<file path="src/rtl/bus_arbiter_if.sv">
// rtl/bus_arbiter_if.sv - chroni/CPU request and memory signal bundle for bus_arbiter
interface bus_arbiter_if #(
  parameter int ADDR_W     = 16,
  parameter int VID_ADDR_W = 14,
  parameter int DATA_W     = 8
);
  logic                  vid_rd_req;
  logic [VID_ADDR_W-1:0] vid_addr;
  logic                  vid_dma_req;
  logic                  vid_rd_ack;
  logic                  cpu_rd_req;
  logic                  cpu_wr_req;
  logic [ADDR_W-1:0]     cpu_addr;
  logic [DATA_W-1:0]     cpu_wr_data;
  logic                  cpu_ack;
  logic [DATA_W-1:0]     rd_data;
  logic [ADDR_W-1:0]     mem_addr;
  logic [DATA_W-1:0]     mem_wr_data;
  logic                  mem_wr_en;
  logic [DATA_W-1:0]     mem_rd_data;
  logic                  busy;
  logic                  grant_vid;

  // Requesters and memory side.
  modport master (
    output vid_rd_req, vid_addr, vid_dma_req, cpu_rd_req, cpu_wr_req,
           cpu_addr, cpu_wr_data, mem_rd_data,
    input  vid_rd_ack, cpu_ack, rd_data, mem_addr, mem_wr_data, mem_wr_en,
           busy, grant_vid
  );

  // Arbiter side.
  modport slave (
    input  vid_rd_req, vid_addr, vid_dma_req, cpu_rd_req, cpu_wr_req,
           cpu_addr, cpu_wr_data, mem_rd_data,
    output vid_rd_ack, cpu_ack, rd_data, mem_addr, mem_wr_data, mem_wr_en,
           busy, grant_vid
  );
endinterface

</file>
<file path="src/rtl/bus_arbiter.sv">
// rtl/bus_arbiter.sv - chroni/CPU shared-memory arbiter and access sequencer
// Grants one requester per IDLE->ACCESS->DONE pass; chroni has priority, CPU protected from starvation.
module bus_arbiter #(
  parameter int ADDR_W       = 16,
  parameter int VID_ADDR_W   = 14,
  parameter int DATA_W       = 8,
  parameter int MEM_LATENCY  = 1,
  parameter int CPU_MAX_WAIT = 4
) (
  input  logic         sys_clk,
  input  logic         reset_n,
  bus_arbiter_if.slave bus
);
  localparam int LAT_W  = $clog2(MEM_LATENCY + 1);
  localparam int WAIT_W = $clog2(CPU_MAX_WAIT + 1);
  localparam logic [LAT_W-1:0]  LAT_LAST = LAT_W'(MEM_LATENCY);
  localparam logic [WAIT_W-1:0] WAIT_MAX = WAIT_W'(CPU_MAX_WAIT);

  typedef enum logic [1:0] {IDLE, ACCESS, DONE} state_t;

  state_t            state_q, state_d;
  logic [ADDR_W-1:0] mem_addr_q, mem_addr_d;
  logic [DATA_W-1:0] mem_wr_data_q, mem_wr_data_d;
  logic [DATA_W-1:0] rd_data_q, rd_data_d;
  logic              mem_wr_en_q, mem_wr_en_d;
  logic              grant_vid_q, grant_vid_d;
  logic              dma_lock_q, dma_lock_d;
  logic [WAIT_W-1:0] wait_cnt_q, wait_cnt_d;
  logic [LAT_W-1:0]  lat_cnt_q, lat_cnt_d;
  logic              cpu_pend, cpu_ok, grant_cpu, grant_chr;

  always_ff @(posedge sys_clk or negedge reset_n) begin
    if (!reset_n) begin
      state_q       <= IDLE;
      mem_addr_q    <= '0;
      mem_wr_data_q <= '0;
      rd_data_q     <= '0;
      mem_wr_en_q   <= 1'b0;
      grant_vid_q   <= 1'b0;
      dma_lock_q    <= 1'b0;
      wait_cnt_q    <= '0;
      lat_cnt_q     <= '0;
    end else begin
      state_q       <= state_d;
      mem_addr_q    <= mem_addr_d;
      mem_wr_data_q <= mem_wr_data_d;
      rd_data_q     <= rd_data_d;
      mem_wr_en_q   <= mem_wr_en_d;
      grant_vid_q   <= grant_vid_d;
      dma_lock_q    <= dma_lock_d;
      wait_cnt_q    <= wait_cnt_d;
      lat_cnt_q     <= lat_cnt_d;
    end
  end

  always_comb begin
    state_d       = state_q;
    mem_addr_d    = mem_addr_q;
    mem_wr_data_d = mem_wr_data_q;
    rd_data_d     = rd_data_q;
    mem_wr_en_d   = 1'b0;
    grant_vid_d   = grant_vid_q;
    dma_lock_d    = dma_lock_q;
    wait_cnt_d    = wait_cnt_q;
    lat_cnt_d     = lat_cnt_q;
    cpu_pend      = bus.cpu_rd_req | bus.cpu_wr_req;
    cpu_ok        = cpu_pend && !dma_lock_q;
    grant_cpu     = 1'b0;
    grant_chr     = 1'b0;

    case (state_q)
      IDLE: begin
        dma_lock_d = bus.vid_dma_req;
        if (cpu_ok && wait_cnt_q == WAIT_MAX) grant_cpu = 1'b1;
        else if (bus.vid_rd_req)              grant_chr = 1'b1;
        else if (cpu_ok)                      grant_cpu = 1'b1;

        // The DMA lock freezes the starvation count entirely.
        if (!cpu_pend && !dma_lock_q) wait_cnt_d = '0;

        if (grant_cpu) begin
          mem_addr_d  = bus.cpu_addr;
          grant_vid_d = 1'b0;
          wait_cnt_d  = '0;
          if (bus.cpu_wr_req) begin
            mem_wr_data_d = bus.cpu_wr_data;
            mem_wr_en_d   = 1'b1;
          end
        end else if (grant_chr) begin
          mem_addr_d  = ADDR_W'(bus.vid_addr[VID_ADDR_W-1:0]);
          grant_vid_d = 1'b1;
          if (cpu_ok && wait_cnt_q != WAIT_MAX) wait_cnt_d = wait_cnt_q + 1'b1;
        end

        if (grant_cpu || grant_chr) begin
          lat_cnt_d = LAT_W'(1);
          state_d   = ACCESS;
        end
      end
      ACCESS: begin
        if (lat_cnt_q == LAT_LAST) begin
          rd_data_d = bus.mem_rd_data;
          state_d   = DONE;
        end else begin
          lat_cnt_d = lat_cnt_q + 1'b1;
        end
      end
      DONE:    state_d = IDLE;
      default: state_d = IDLE;
    endcase
  end

  assign bus.vid_rd_ack  = (state_q == DONE) && grant_vid_q;
  assign bus.cpu_ack     = (state_q == DONE) && !grant_vid_q;
  assign bus.busy        = (state_q != IDLE);
  assign bus.grant_vid   = grant_vid_q;
  assign bus.mem_addr    = mem_addr_q;
  assign bus.mem_wr_data = mem_wr_data_q;
  assign bus.mem_wr_en   = mem_wr_en_q;
  assign bus.rd_data     = rd_data_q;
endmodule

</file>
<file path="src/flat_wrapper.sv">
// flat-port wrapper written by rule: the top's interface ports become plain ports
module bus_arbiter_flat 
#(
  parameter int ADDR_W       = 16,
  parameter int VID_ADDR_W   = 14,
  parameter int DATA_W       = 8,
  parameter int MEM_LATENCY  = 1,
  parameter int CPU_MAX_WAIT = 4
)
  (sys_clk, reset_n, bus_vid_rd_req, bus_vid_addr, bus_vid_dma_req, bus_cpu_rd_req, bus_cpu_wr_req, bus_cpu_addr, bus_cpu_wr_data, bus_mem_rd_data, bus_vid_rd_ack, bus_cpu_ack, bus_rd_data, bus_mem_addr, bus_mem_wr_data, bus_mem_wr_en, bus_busy, bus_grant_vid);
  bus_arbiter_if #(.ADDR_W(ADDR_W), .VID_ADDR_W(VID_ADDR_W), .DATA_W(DATA_W)) bus_i ();
  input  logic sys_clk;
  input  logic reset_n;
  input wire logic [$bits(bus_i.vid_rd_req)-1:0] bus_vid_rd_req;
  input wire logic [$bits(bus_i.vid_addr)-1:0] bus_vid_addr;
  input wire logic [$bits(bus_i.vid_dma_req)-1:0] bus_vid_dma_req;
  input wire logic [$bits(bus_i.cpu_rd_req)-1:0] bus_cpu_rd_req;
  input wire logic [$bits(bus_i.cpu_wr_req)-1:0] bus_cpu_wr_req;
  input wire logic [$bits(bus_i.cpu_addr)-1:0] bus_cpu_addr;
  input wire logic [$bits(bus_i.cpu_wr_data)-1:0] bus_cpu_wr_data;
  input wire logic [$bits(bus_i.mem_rd_data)-1:0] bus_mem_rd_data;
  output wire logic [$bits(bus_i.vid_rd_ack)-1:0] bus_vid_rd_ack;
  output wire logic [$bits(bus_i.cpu_ack)-1:0] bus_cpu_ack;
  output wire logic [$bits(bus_i.rd_data)-1:0] bus_rd_data;
  output wire logic [$bits(bus_i.mem_addr)-1:0] bus_mem_addr;
  output wire logic [$bits(bus_i.mem_wr_data)-1:0] bus_mem_wr_data;
  output wire logic [$bits(bus_i.mem_wr_en)-1:0] bus_mem_wr_en;
  output wire logic [$bits(bus_i.busy)-1:0] bus_busy;
  output wire logic [$bits(bus_i.grant_vid)-1:0] bus_grant_vid;
  assign bus_i.vid_rd_req = bus_vid_rd_req;
  assign bus_i.vid_addr = bus_vid_addr;
  assign bus_i.vid_dma_req = bus_vid_dma_req;
  assign bus_i.cpu_rd_req = bus_cpu_rd_req;
  assign bus_i.cpu_wr_req = bus_cpu_wr_req;
  assign bus_i.cpu_addr = bus_cpu_addr;
  assign bus_i.cpu_wr_data = bus_cpu_wr_data;
  assign bus_i.mem_rd_data = bus_mem_rd_data;
  assign bus_vid_rd_ack = bus_i.vid_rd_ack;
  assign bus_cpu_ack = bus_i.cpu_ack;
  assign bus_rd_data = bus_i.rd_data;
  assign bus_mem_addr = bus_i.mem_addr;
  assign bus_mem_wr_data = bus_i.mem_wr_data;
  assign bus_mem_wr_en = bus_i.mem_wr_en;
  assign bus_busy = bus_i.busy;
  assign bus_grant_vid = bus_i.grant_vid;
  bus_arbiter #(.ADDR_W(ADDR_W), .VID_ADDR_W(VID_ADDR_W), .DATA_W(DATA_W), .MEM_LATENCY(MEM_LATENCY), .CPU_MAX_WAIT(CPU_MAX_WAIT)) u_core (.sys_clk(sys_clk), .reset_n(reset_n), .bus(bus_i));
endmodule
</file>
<file path="config.mk">
export PLATFORM = sky130hd
export DESIGN_NAME = bus_arbiter_flat
export DESIGN_NICKNAME = d
export VERILOG_FILES = /design/src/rtl/bus_arbiter_if.sv /design/src/rtl/bus_arbiter.sv /design/src/flat_wrapper.sv
export SDC_FILE = /design/constraint.sdc
export NUM_CORES = 1
export LEC_CHECK = 0
export CAP_MARGIN = 20
export CORE_MARGIN = 3
export CORE_UTILIZATION = 43
export DETAILED_ROUTE_END_ITERATION = 8
export PLACE_DENSITY_LB_ADDON = 0.2
export SETUP_SLACK_MARGIN = 0.5
export SKIP_LAST_GASP = 1
export SLEW_MARGIN = 20
export SYNTH_ARGS = -nofsm -noshare
export SYNTH_HDL_FRONTEND = slang
export SYNTH_SLANG_ARGS = --single-unit
export TNS_END_PERCENT = 30
</file>
<file path="constraint.sdc">
create_clock -name sys_clk -period 5.05 [get_ports sys_clk]
set_input_delay 0.505 -clock sys_clk [delete_from_list [all_inputs] [get_ports sys_clk]]
set_output_delay 0.505 -clock sys_clk [all_outputs]
set_load 0.02 [all_outputs]
</file>
-- Yosys cells after proc, flatten, opt, wreduce, memory -nomap -nowiden
Index checks and enable logic that the tools add are counted.
- add/subtract/negate cells: 2
- equal/unequal tests: 6
- mux-type cells: 24
- bitwise gates (word level): 1
- reductions and logical operators: 19
- operator list (kind ; number):
    two-way mux 16 bit ; 2
    two-way mux 1 bit ; 14
    two-way mux 3 bit ; 4
    AND reduction 2 bit ; 4
    logical AND 1 bit ; 6
    nonzero test 2 bit ; 3
    two-way mux 2 bit ; 2
    != test 2 x 1 -> 1 bit, second input constant ; 2
    case mux 2 bit (2 select lines) ; 1
    adder 3 x 1 -> 3 bit, second input constant ; 1
    equality test 3 bit, second input constant ; 1
    logical NOT 1 bit ; 3
    != test 3 bit, second input constant ; 1
    AND reduction 3 bit ; 1
    equality test 2 x 1 -> 1 bit, second input constant ; 1
    equality test 2 bit, second input constant ; 1
    logical NOT 2 bit ; 1
    case mux 1 bit (2 select lines) ; 1
    adder 1 bit, second input constant ; 1
    logical OR 1 bit ; 1
    OR 1 bit ; 1
- register bits after elaboration: 41
- input bits: 52
- output and inout port bits: 37

-- Depth between registers and ports, before layout
Gate-level depths: netlist of run 1.
- depth in word-level cells: 9
- gate-level depth with buffers: 7

-- Least setup slack after synthesis of run 1
No wires, ideal clock.
- kind: in2reg
- start: input port bus_vid_rd_req
- end: register u_core.lat_cnt_q
- data arrival time: 1.601 ns
- data required time: 4.919 ns
- slack: 3.318 ns
- stages: 5
- buffers on the path: 2
- path through: or3_1 > buf_2 > and3_1 > clkbuf_2 > or3_1
- longest elaborated chain between the ends: 6
- elaborated cells on any way between the ends: 9
- classes of those cells: eq/ne (1); mux (6); reduce/logical (2)
- ends and longest elaborated chain (what ; line ; text):
    start, declared ; flat_wrapper.sv:14 ; input wire logic [$bits(bus_i.vid_rd_req)-1:0] bus_vid_rd_req;
    two-way mux 1 bit ; bus_arbiter.sv:75 ; else if (bus.vid_rd_req) grant_chr = 1'b1;
    two-way mux 1 bit ; bus_arbiter.sv:74 ; if (cpu_ok && wait_cnt_q == WAIT_MAX) grant_cpu = 1'b1;
    two-way mux 1 bit ; bus_arbiter.sv:71 ; case (state_q)
    logical OR 1 bit (*) ; bus_arbiter.sv:95 ; if (grant_cpu || grant_chr) begin
    != test 2 x 1 -> 1 bit (no line) (*) ; n/a ;
    AND reduction 2 bit (no line) (*) ; n/a ;
    end signal, assigned ; bus_arbiter.sv:52 ; lat_cnt_q <= lat_cnt_d;
    end, declared ; bus_arbiter.sv:29 ; logic [LAT_W-1:0] lat_cnt_q, lat_cnt_d;
Mark *: on every way between the ends. The rest lies on a longest branch, timed or not. The select of a mux whose other input is x is not followed.
A chain may end at the register's enable or synchronous reset.

-- Worst setup path in the final report of run 1
- start: register u_core.state_q[0]
- end: output port bus_busy
- longest elaborated chain between the ends: 1
- ends and longest elaborated chain (what ; line ; text):
    start, declared ; bus_arbiter.sv:21 ; state_t state_q, state_d;
    start signal, assigned ; bus_arbiter.sv:44 ; state_q <= state_d;
    nonzero test 2 bit ; bus_arbiter.sv:115 ; assign bus.busy = (state_q != IDLE);
    end, declared ; flat_wrapper.sv:28 ; output wire logic [$bits(bus_i.busy)-1:0] bus_busy;
No other way between the ends.

==> impl_metrics.json, run 1 <==
{
  "final_antenna_net_count": 0,
  "ir_drop_v": 0.000354,
  "min_path_type": "input pin to asynchronous set/reset pin",
  "total_power_w": 0.00179,
  "fp.dieH_um": 71.4,
  "fin_crit_ps": 2560,
  "worstReg2RegEnd": "u_core.bus.mem_wr_data[3]",
  "cts-resized-gates": 0,
  "pwr-share-clk_pct": 17.5,
  "cts_sinks": 41,
  "gp_congestion": 0.737,
  "cts_buffer_depth": 2,
  "h-tree-depth": 2,
  "drv_cap": 0,
  "rsz0062_at_grt": "no",
  "p_comb_share_pct": 50.4,
  "root_buffer": "clkbuf_8",
  "drc": 0,
  "fp-row-count": 23,
  "gr-total-overflow": 0,
  "synthesis.area_um2": 1840,
  "cp-start-kind": "register",
  "wl_per_cell_um": 16.5,
  "p_int_w": 0.00112,
  "coreArea_um2": 4060,
  "drt-total-wl_um": 4940,
  "start_util_pct": 45.4,
  "cp_max_fo": 19,
  "antenna_cells": 0,
  "drt-initial-drc-count": 117,
  "r2r_slack_ps": 3040,
  "postCtsSetupRepairBufs": 0,
  "chipWidth_um": 71.4,
  "areaGrowthSynthToFinish_pct": 55.8,
  "slew_headroom_pct": 34.2,
  "syn_inst": 165,
  "grt_pass1_vias": 1729,
  "synth_nets": 219,
  "slew_viol_final": 0,
  "fmax_mhz": 390,
  "outcome": "completed",
  "ys_seq_area_share_pct": 55.7,
  "fin_crit_sh_pct": 50.8,
  "seq_power_share_pct": 32.1,
  "fin_setup_tns_ps": 0,
  "cp-startpoint": "u_core.state_q[0]",
  "regToRegStartpoint": "u_core.state_q[0]",
  "ys_seq_elements": 41,
  "io_buffer_count": 88,
  "yosysTopAreaCellShare_pct": 55.7,
  "dpl.hpwl_um": 3470,
  "vias": 1664,
  "synth.distinct_cells": 32,
  "worstSetupEndpoint": "bus_busy",
  "grt_pass1_wl_um": 8150,
  "fin_nets": 302,
  "cp_data_arrival_time_ps": 2060,
  "worstMarginPinSlew_ps": 986,
  "swShare_pct": 37.6,
  "antenna_found_initial": 0,
  "ctsHoldBuffers": 0,
  "clk_pin_slew_worst_paths_ps": 70,
  "reg2reg_depth": 3,
  "numCtsBuffers": 5,
  "critPathCaptureType": "output pin",
  "grt.total_usage_pct": 20.3,
  "setup_viol": 0,
  "powerDensity_nw_per_um2": 623,
  "die_area_um2": 5100,
  "synth.largest_area_cell": "dfrtp_1",
  "p_sw_w": 0.000671,
  "synth.avg_cell_area_um2": 11.2,
  "fin_skew_ps": 7.31,
  "grt_max_degree": 42,
  "final_hold_viol_count": 0,
  "p_leak_nw": 1.16,
  "cts_tree": "yes",
  "synth_area_leaders": "dfrtp_1 (56%), mux2_2 (10%), a31oi_1 (9.5%), o21ai_0 (4.6%), nand3_1 (4.1%)",
  "io_pins": 89,
  "n_fill_cell": 305,
  "dr.pass1.iters": 4,
  "critPathRequiredTime_ps": 4550,
  "clock_latency_ps": 290,
  "viasPerCell": 5.57,
  "critPathKind": "register to output pin",
  "yosys_warnings": 0,
  "drive_above_1_share_pct": 12.9
}
## cell families (layout without fill, tap and decap cells)
logic type,after synthesis,after routing,synth area share (%)
AO/OA/AOI/OAI,54,54,18.2
flip-flops,41,41,55.7
AND/OR/NAND/NOR,32,32,9.93
multiplexers,18,18,10.9
buffers and inverters,18,102,3.87
adder cells (fa/ha/maj),2,2,1.36
## stage by stage
stage               cell area (um2)  hold WS (ps)  setup WS [ps]  util (%)  std cells
CTS                            2860           362           2500      70.6        299
global placement               2730           482           2490      67.3        291
floorplan                      1840           209           3320         -        165
finish                         2870           338           2490      70.7        299
detailed placement             2730           475           2440      67.3        291
global route                   2870           394           2370      70.7        299
## state kept, by name (all words and copies together) (netlist names)
name,cells
u_core.bus.grant_vid,1
u_core.bus.mem_addr,16
u_core.bus.mem_wr_data,8
u_core.bus.mem_wr_en,1
u_core.bus.rd_data,8
u_core.dma_lock_q,1
u_core.lat_cnt_q,1
u_core.state_q,2
u_core.wait_cnt_q,3
## per-layer routing
metal / GRT usage (%) / share of wire, % / vias to the layer above
met3: 8.27 / 12 / 8
met1: 26.7 / 41 / 789
met2: 30.2 / 45 / 89
met5: 0 / 0 / -
met4: 7.52 / 1.6 / 0
li1: - / - / 778
## power groups by stage
| stage | Clock [W] | Sequential (W) | Combinational (W) |
|---|---|---|---|
| floorplan | 0 | 0.000733 | 0.000338 |
| global placement | 0 | 0.000573 | 0.000890 |
| detailed placement | 0 | 0.000581 | 0.000899 |
| CTS | 0.000319 | 0.000575 | 0.000902 |
| global route | 0.000328 | 0.000594 | 0.000969 |
| finish | 0.000312 | 0.000574 | 0.000900 |
## layout make-up
type                            count  area [um2]  share of cell area, %
Clock buffer                        5        68.8                   2.40
Clock inverter                      3        65.1                   2.27
Inverter                            6        22.5                  0.785
Multi-Input combinational cell    106         747                   26.0
Sequential cell                    41        1030                   35.8
Tap cell                           50        62.6                   2.18
Timing Repair Buffer               88         876                   30.5
## Yosys cell counts (all sizes together)
cell / count
a31oi: 28
mux2i: 1
nand4: 2
or2: 1
nor2b: 1
ha: 2
inv: 6
nor3: 2
a21boi: 1
o31ai: 1
o2bb2ai: 1
nand2: 1
and3: 1
a22o: 2
dfrtp: 41
nand3: 15
a21bo: 1
or3: 2
nor3b: 2
o21ba: 1
nand2b: 3
o21bai: 1
o21ai: 17
mux2: 17
buf: 3
nor2: 2
clkbuf: 9
a21oi: 1
## worst min-delay path by stage
stage	start	to	depth (start not counted)
2_1_floorplan	reset_n	u_core.bus.grant_vid	0
3_3_place_gp	u_core.lat_cnt_q	u_core.state_q[0]	1
3_5_place_dp	u_core.lat_cnt_q	u_core.state_q[0]	1
4_1_cts	reset_n	u_core.bus.mem_addr[11]	1
5_1_grt	reset_n	u_core.wait_cnt_q[0]	1
6_report	reset_n	u_core.wait_cnt_q[0]	1
## critical path, stage by stage, from the launching register on
cell             delay [ps]
dfrtp_1                 440
nor2_2                  610
inv_1                   140
clkdlybuf4s50_1         590
## cells in the final DEF (no fill, tap or decap)
master            n
a21bo_2           1
a21boi_2          1
a21oi_1           1
a22o_1            2
a31oi_1          28
and3_1            1
buf_2             1
bufinv_16         2
clkbuf_8          5
clkdlybuf4s50_1  87
clkinv_2          1
dfrtp_1          41
ha_1              2
inv_1             6
mux2_2           17
mux2i_1           1
nand2_1           1
nand2b_1          3
nand3_1          15
nand4_1           1
nand4_2           1
nor2_1            1
nor2_2            1
nor2b_1           1
nor3_1            2
nor3b_1           2
o21ai_0          17
o21ba_2           1
o21bai_1          1
o2bb2ai_1         1
o31ai_1           1
or2_2             1
or3_1             2
Power figures use the tool's default switching activity.
==> run 2: changes to the inputs <==
Settings changed: CORE_UTILIZATION 43 to 36.
Clock period 5.05 ns to 2.2 ns, I/O delays scaled along.
==> impl_metrics.json, run 2 (synthesis results as in run 1) <==
{
  "path_buf_inv": 2,
  "largest_register_ffs": 16,
  "dr.pass1.iters": 4,
  "h-tree-depth": 2,
  "cts_tree": "yes",
  "path_cells": "nor2_4 -> inv_1 -> clkdlybuf4s50_1",
  "antenna_found_initial": 0,
  "clock_latency_ps": 280,
  "cp_top_family": "buffers and inverters",
  "grt.total_usage_pct": 17.7,
  "gp_congestion": 0.787,
  "gr-total-overflow": 0,
  "cp_data_arrival_time_ps": 1540,
  "cp-start-kind": "register",
  "root_buffer": "clkbuf_8",
  "cts_buffer_depth": 2,
  "p_comb_share_pct": 54.6,
  "min_path_type": "input pin to asynchronous set/reset pin",
  "outcome": "completed",
  "final_hold_viol_count": 0,
  "drc": 0,
  "drive_above_1_share_pct": 14.3,
  "final_antenna_net_count": 0,
  "viasPerCell": 5.16,
  "areaGrowthSynthToFinish_pct": 59.2,
  "fin_crit_sh_pct": 80.1,
  "start_util_pct": 38.2,
  "cp_max_fo": 6,
  "fin_crit_ps": 1760,
  "p_leak_nw": 1.20,
  "cts_sinks": 41,
  "io_pins": 89,
  "fin_nets": 312,
  "fmax_mhz": 568,
  "critPathRequiredTime_ps": 1980,
  "worstMarginPinSlew_ps": 516,
  "fin_setup_tns_ps": 0,
  "timing.final.ws_setup_ps": 439,
  "grt_max_degree": 23,
  "fin_skew_ps": 3.67,
  "drt-initial-drc-count": 84,
  "critPathCaptureType": "output pin",
  "vias": 1681,
  "dp_slack_ps": 259,
  "cp_slowest_cell": "clkdlybuf4s50_1",
  "clk_pin_slew_worst_paths_ps": 80,
  "wl_per_cell_um": 16.2,
  "slew_headroom_pct": 65.3,
  "ir_drop_v": 0.000730,
  "io_buffer_count": 88,
  "p_sw_w": 0.00154,
  "fp-row-count": 25,
  "rsz0062_at_grt": "yes",
  "p_int_w": 0.00240,
  "pwr-share-clk_pct": 11.9,
  "antenna_cells": 0,
  "seq_power_share_pct": 33.6,
  "drv_cap": 0,
  "fp.dieH_um": 77.5,
  "dpl.hpwl_um": 3890,
  "mostFrequentLayoutCell": "clkdlybuf4s50_1",
  "die_area_um2": 6010,
  "critPathKind": "register to output pin",
  "setup_viol": 0,
  "critPathMaxStageDelay_ps": 540,
  "swShare_pct": 39.1,
  "powerDensity_nw_per_um2": 1350,
  "final_cell_mix": "clkdlybuf4s50_1 (85), dfrtp_1 (41), a31oi_1 (28)",
  "grt_pass1_wl_um": 8330,
  "grt_pass1_vias": 1740,
  "slew_viol_final": 0,
  "coreArea_um2": 4820,
  "chipWidth_um": 77.5,
  "drt-total-wl_um": 5280,
  "numCtsBuffers": 5
}
-- run 2: routing by layer --
layer	wire length [um]	track usage (%)	up-vias
li1	-	-	798
met1	2290	22.0	803
met2	2480	28.6	78
met3	486	7.54	2
met4	22	3.91	0
met5	0	0	-
-- run 2: metrics by stage --
stage / cell area (um2) / total power (W) / std cells / hold WS [ps] / utilization (%)
6_report: 2930 / 0.00394 / 326 / 422 / 60.8
5_1_grt: 2930 / 0.00420 / 326 / 444 / 60.8
4_1_cts: 2930 / 0.00398 / 326 / 442 / 60.8
3_5_place_dp: 2820 / 0.00347 / 317 / 193 / 58.5
3_3_place_gp: 2820 / 0.00344 / 317 / 200 / 58.5
2_1_floorplan: 1840 / 0.00246 / 165 / -75.6 / -
-- run 2: layout make-up --
class,instances,area [um2]
Clock buffer,8,80.1
Fill cell,424,1890
Inverter,6,22.5
Multi-Input combinational cell,106,763
Sequential cell,41,1030
Tap cell,67,83.8
Timing Repair Buffer,98,955
-- run 2: final timing paths --
| kind | slack [ps] | cells past startpoint | to | from |
|---|---|---|---|---|
| min in group sys_clk | 500 | 1 | u_core.state_q[0] | u_core.lat_cnt_q |
| hold / removal | 420 | 2 | u_core.wait_cnt_q[1] | reset_n |
| setup reg to reg | 600 | 5 | u_core.bus.mem_wr_data[1] | u_core.wait_cnt_q[0] |
| hold reg to reg | 500 | 1 | u_core.state_q[0] | u_core.lat_cnt_q |
| max in group asynchronous | 1110 | 3 | u_core.bus.mem_wr_data[4] | reset_n |
| setup / recovery | 440 | 3 | bus_busy | u_core.state_q[0] |
-- run 2: worst register-to-register path: cells and delay by family, from the launching register on --
family | cells | cell delay [ps]
flip-flops | 1 | 350
AO/OA/AOI/OAI | 1 | 300
buffers and inverters | 1 | 60
multiplexers | 1 | 360
adder cells (fa/ha/maj) | 1 | 220
AND/OR/NAND/NOR | 1 | 190
-- run 2: what timing repair did --
action                     4_1_cts  5_1_grt
buffers inserted                 0        0
hold buffers                     1        0
hold endpoints to repair        19        0
setup endpoints to repair       11        3
resized for setup                4        1
gates cloned                     0        0
-- run 2: power groups by stage --
stage	Combinational, W	Clock [W]	Sequential [W]
2_1_floorplan	0.000777	0	0.00168
3_3_place_gp	0.00212	0	0.00132
3_5_place_dp	0.00215	0	0.00133
4_1_cts	0.00217	0.000483	0.00132
5_1_grt	0.00231	0.000516	0.00137
6_report	0.00215	0.000468	0.00132
